`src/rtl/uart_loader_pkg.sv`:
```
// Shared definitions for the UART program loader: FSM state encoding,
// frame field sizes and a helper for spotting the last byte of a field.
package uart_loader_pkg;

   typedef enum logic [2:0] {
      S_LEN  = 3'd0,
      S_DATA = 3'd1,
      S_SUM  = 3'd2,
      S_DONE = 3'd3,
      S_ERR  = 3'd4
   } state_t;

   localparam int LEN_BYTES  = 4;
   localparam int WORD_BYTES = 4;

   function automatic logic is_last_byte(input logic [1:0] idx, input logic len_phase);
      return idx == (len_phase ? 2'(LEN_BYTES - 1) : 2'(WORD_BYTES - 1));
   endfunction

endpackage

```
`src/rtl/uart_loader_asm.sv`:
```
// Byte-to-word assembler: packs bytes LSB first into a 32-bit word and keeps
// the running 8-bit wrapping checksum of every byte it accepts.
module uart_loader_asm
   import uart_loader_pkg::*;
(
   input  logic        clk,
   input  logic        rst_n,
   input  logic        clear_i,
   input  logic        byte_valid_i,
   input  logic        len_phase_i,
   input  logic [7:0]  byte_i,
   output logic        word_ready_o,
   output logic [31:0] word_o,
   output logic [7:0]  csum_o
);

   logic [1:0]  idx_q;
   logic [23:0] asm_q;
   logic [7:0]  csum_q;

   always_ff @(posedge clk or negedge rst_n) begin
      if (!rst_n) begin
         idx_q  <= 2'd0;
         asm_q  <= 24'd0;
         csum_q <= 8'd0;
      end else if (clear_i) begin
         idx_q  <= 2'd0;
         asm_q  <= 24'd0;
         csum_q <= 8'd0;
      end else if (byte_valid_i) begin
         case (idx_q)
            2'd0:    asm_q[7:0]   <= byte_i;
            2'd1:    asm_q[15:8]  <= byte_i;
            2'd2:    asm_q[23:16] <= byte_i;
            default: ;
         endcase
         idx_q  <= idx_q + 2'd1;
         csum_q <= csum_q + byte_i;
      end
   end

   // The top byte is never stored: the word is complete while it is on the bus.
   assign word_ready_o = byte_valid_i && is_last_byte(idx_q, len_phase_i);
   assign word_o       = {byte_i, asm_q};
   assign csum_o       = csum_q;

endmodule

```
`src/rtl/uart_loader.sv`:
```
// Program image loader: parses length / words / checksum from the UART byte
// stream, writes the words to imem and releases the core on a clean load.
module uart_loader
   import uart_loader_pkg::*;
#(
   parameter int ADDR_W    = 14,
   parameter int BASE_ADDR = 0
) (
   input  logic              clk,
   input  logic              rst_n,
   input  logic [7:0]        rx_data_i,
   input  logic              rx_valid_i,
   output logic              rx_ack_o,
   input  logic              restart_i,
   output logic              imem_we_o,
   output logic [ADDR_W-1:0] imem_addr_o,
   output logic [31:0]       imem_wdata_o,
   output logic              load_busy_o,
   output logic              load_done_o,
   output logic              load_err_o,
   output logic              cpu_rst_n_o
);

   localparam int                CNT_W     = ADDR_W + 1;
   localparam logic [31:0]       MAX_WORDS = 32'd1 << ADDR_W;
   localparam logic [ADDR_W-1:0] BASE      = ADDR_W'(BASE_ADDR);

   state_t            state_q;
   logic [CNT_W-1:0]  len_q;
   logic [CNT_W-1:0]  word_cnt_q;
   logic              rx_ack_q;
   logic              imem_we_q;
   logic [ADDR_W-1:0] imem_addr_q;
   logic [31:0]       imem_wdata_q;
   logic              load_busy_q;
   logic              load_done_q;
   logic              load_err_q;
   logic              cpu_rst_n_q;

   logic        asm_valid;
   logic        word_ready;
   logic [31:0] word;
   logic [7:0]  csum;

   assign asm_valid = rx_valid_i && !restart_i && (state_q == S_LEN || state_q == S_DATA);

   uart_loader_asm u_asm (
      .clk          (clk),
      .rst_n        (rst_n),
      .clear_i      (restart_i),
      .byte_valid_i (asm_valid),
      .len_phase_i  (state_q == S_LEN),
      .byte_i       (rx_data_i),
      .word_ready_o (word_ready),
      .word_o       (word),
      .csum_o       (csum)
   );

   always_ff @(posedge clk or negedge rst_n) begin
      if (!rst_n) begin
         state_q      <= S_LEN;
         len_q        <= '0;
         word_cnt_q   <= '0;
         rx_ack_q     <= 1'b0;
         imem_we_q    <= 1'b0;
         imem_addr_q  <= BASE;
         imem_wdata_q <= 32'd0;
         load_busy_q  <= 1'b1;
         load_done_q  <= 1'b0;
         load_err_q   <= 1'b0;
         cpu_rst_n_q  <= 1'b0;
      end else begin
         rx_ack_q  <= rx_valid_i;
         imem_we_q <= 1'b0;
         if (restart_i) begin
            state_q     <= S_LEN;
            len_q       <= '0;
            word_cnt_q  <= '0;
            imem_addr_q <= BASE;
            load_busy_q <= 1'b1;
            load_done_q <= 1'b0;
            load_err_q  <= 1'b0;
            cpu_rst_n_q <= 1'b0;
         end else if (rx_valid_i) begin
            case (state_q)
               S_LEN: begin
                  if (word_ready) begin
                     if (word > MAX_WORDS) begin
                        state_q     <= S_ERR;
                        load_busy_q <= 1'b0;
                        load_err_q  <= 1'b1;
                     end else begin
                        len_q   <= word[CNT_W-1:0];
                        state_q <= (word == 32'd0) ? S_SUM : S_DATA;
                     end
                  end
               end
               S_DATA: begin
                  if (word_ready) begin
                     imem_we_q    <= 1'b1;
                     imem_wdata_q <= word;
                     imem_addr_q  <= BASE + word_cnt_q[ADDR_W-1:0];
                     word_cnt_q   <= word_cnt_q + CNT_W'(1);
                     if (word_cnt_q + CNT_W'(1) == len_q) begin
                        state_q <= S_SUM;
                     end
                  end
               end
               S_SUM: begin
                  load_busy_q <= 1'b0;
                  if (rx_data_i == csum) begin
                     state_q     <= S_DONE;
                     load_done_q <= 1'b1;
                     cpu_rst_n_q <= 1'b1;
                  end else begin
                     state_q    <= S_ERR;
                     load_err_q <= 1'b1;
                  end
               end
               default: ;
            endcase
         end
      end
   end

   assign rx_ack_o     = rx_ack_q;
   assign imem_we_o    = imem_we_q;
   assign imem_addr_o  = imem_addr_q;
   assign imem_wdata_o = imem_wdata_q;
   assign load_busy_o  = load_busy_q;
   assign load_done_o  = load_done_q;
   assign load_err_o   = load_err_q;
   assign cpu_rst_n_o  = cpu_rst_n_q;

endmodule

```
`config.mk`:
```
export PLATFORM = sky130hd
export DESIGN_NAME = uart_loader
export DESIGN_NICKNAME = d
export VERILOG_FILES = /design/src/rtl/uart_loader_pkg.sv /design/src/rtl/uart_loader_asm.sv /design/src/rtl/uart_loader.sv
export SDC_FILE = /design/constraint.sdc
export NUM_CORES = 1
export LEC_CHECK = 0
export CAP_MARGIN = 10
export CORE_AREA = 4 4 129 131
export DETAILED_ROUTE_END_ITERATION = 10
export DIE_AREA = 0 0 133 135
export PLACE_DENSITY = 0.55
export SETUP_SLACK_MARGIN = 0.3
export SYNTH_ARGS = -nofsm -noshare
export SYNTH_HDL_FRONTEND = slang
export SYNTH_HIERARCHICAL = 1
export SYNTH_SLANG_ARGS = --single-unit
export TNS_END_PERCENT = 10
```
`constraint.sdc`:
```
create_clock -name clk -period 3.6 [get_ports clk]
set_input_delay 0.72 -clock clk [delete_from_list [all_inputs] [get_ports clk]]
set_output_delay 0.72 -clock clk [all_outputs]
set_load 0.01 [all_outputs]
```
==> results.json <==
{
  "die_h_um": 135,
  "cts_buffer_depth": 2,
  "drt_iter0_drc": 368,
  "min_path_type": "in -> async",
  "r2r_cells": 8,
  "portBuffers": 63,
  "finalSetupViolations": 0,
  "grt_first_pass_wirelength_um": 24400,
  "synth_area_um2": 6050,
  "required_ns": 3.92,
  "period_needed_ns": 2.84,
  "max-slew-margin-rel": 0.385,
  "gr-usage-met3": 0.0324,
  "clk_pin_slew_ns": 0.05,
  "layout-drive-gt1-share": 0.0788,
  "grt_pass1_vias": 4620,
  "cp-start-kind": "input port",
  "globalRouteMet2Util": 0.249,
  "cp.arrival_ns": 3.16,
  "hpwlAfterDp_um": 10100,
  "fin_tns_setup_ns": 0,
  "hold_viol": 0,
  "n_antenna_cell": 0,
  "max_clock_freq_mhz": 352,
  "postSynthCellCount": 666,
  "cts-resized-gates": 0,
  "cap_violations": 0,
  "use_met1": 0.248,
  "post_cts_buffers": 0,
  "h-tree-depth": 4,
  "power_leakage_nw": 3.21,
  "synth_warnings": 6,
  "tightest_slew_ns": 0.923,
  "cts_buffers": 17,
  "postCtsHoldBufs": 0,
  "vdd.ir_drop.worst_uv": 298,
  "core_um2": 15600,
  "area.growth.synth_to_final_pct": 21.3,
  "wire_per_inst_um": 15.8,
  "gr-total-overflow": 0,
  "cts.sinks": 118,
  "totalPowerFinal_mw": 3.10,
  "routed_via_density": 5.09,
  "power_density_nw_per_um2": 422,
  "crit_fanout": 20,
  "grt-busiest-layer": "met2",
  "grt_max_degree": 87,
  "critical_path_class": "in -> reg",
  "start_util": 0.388,
  "num_vias": 4780,
  "die_x_um": 133,
  "rows": 46,
  "clock_latency_ns": 0.41,
  "routed_wl_um": 14800,
  "fin_crit_sh": 0.790,
  "postRouteAntennaNets": 0,
  "syn_nets": 691,
  "drc": 0,
  "cts_tree": "yes",
  "pin_count": 64,
  "fin_skew_ns": 0.0113,
  "grt_usage": 0.168,
  "drv_slew": 0,
  "die_area_um2": 18000,
  "endpoint_kind": "flip-flop",
  "cts-root-buf": "clkbuf_16",
  "synth.avg_cell_area_um2": 9.09,
  "firstDrtPassIters": 4,
  "status": "finished, final reports clean",
  "antenna_found_initial": 0,
  "hold_ws_ns": 0.433,
  "finalNetCount": 738,
  "rsz0062_at_grt": "no",
  "gp_congestion": 0.843
}
==> final cells by class <==
cell class                      instances  area [um2]
Fill cell                            1513        8260
Inverter                                7        26.3
Clock buffer                           20         457
Multi-Input combinational cell        492        2810
Clock inverter                          9        81.3
Tap cell                              216         270
Timing Repair Buffer                   77         741
Sequential cell                       118        2950
==> registers in the layout (all words and copies together), names as in the netlist, 2 cells and up <==
name,cells
imem_wdata_o,32
word_cnt_q,15
len_q,15
u_asm/idx_q,2
imem_addr_o,14
u_asm/csum_o,8
state_q,3
u_asm/asm_q,24
==> worst paths after layout <==
path                                             start                      endpoint  slack [ns]
max in group asynchronous                        rst_n  imem_wdata_o[22]$_DFFE_PN0P_        2.37
hold reg to reg            imem_wdata_o[4]$_DFFE_PN0P_   imem_wdata_o[4]$_DFFE_PN0P_        0.47
min in group clk           imem_wdata_o[4]$_DFFE_PN0P_   imem_wdata_o[4]$_DFFE_PN0P_        0.47
setup / recovery                            rx_valid_i     word_cnt_q[3]$_DFFE_PN0P_        0.76
hold / removal                                   rst_n   imem_addr_o[10]$_DFFE_PN0P_        0.43
setup reg to reg                state_q[2]$_DFFE_PN0P_     word_cnt_q[3]$_DFFE_PN0P_        0.80
==> stage by stage <==
stage / cells / setup WS (ns) / util / area (um2)
floorplan: 666 / 0.315 / - / 6050
global placement: 910 / 0.392 / 0.436 / 6800
detailed placement: 910 / 0.358 / 0.436 / 6800
CTS: 939 / 0.777 / 0.471 / 7340
global route: 939 / 0.594 / 0.471 / 7340
finish: 939 / 0.757 / 0.471 / 7340
==> cell usage in the layout (no fill, tap or decap), types with 2 or more instances in the layout <==
cell,instances
a211oi_1,2
a21o_1,5
a21oi_1,50
a311oi_1,2
and2_1,3
and4_1,2
buf_4,14
clkbuf_16,17
clkbuf_8,2
clkdlybuf4s50_1,61
clkinv_2,4
clkinvlp_4,3
dfrtp_1,117
ha_1,12
inv_1,7
mux2i_1,21
nand2_1,173
nand2b_1,2
nand3_1,37
nand3b_1,3
nand4_1,8
nand4bb_1,3
nor2_1,45
nor3_1,11
nor4_1,14
o211ai_1,3
o21a_1,3
o21ai_0,10
or3_1,5
or4_1,3
xnor2_1,19
xor2_1,23
==> critical path, stage by stage <==
cell	delay, ns
clkdlybuf4s50_1	0.48
and2_1	0.15
and2_1	0.19
or2b_2	0.36
or3_1	0.50
buf_4	0.26
or3_1	0.35
a21oi_1	0.14
==> layer usage <==
metal,share of wire,vias up
met5,0,-
met4,0.013,0
met3,0.041,14
met2,0.45,103
met1,0.49,2305
li1,-,2358
==> report_power, final <==
| group | internal, mW | switching (mW) | leakage [nW] |
|---|---|---|---|
| registers | 1.34 | 0.0204 | 1.64 |
| logic | 0.0686 | 0.127 | 1.31 |
| clock network | 0.966 | 0.572 | 0.259 |
No activity file was read; power rests on OpenSTA's default activity.
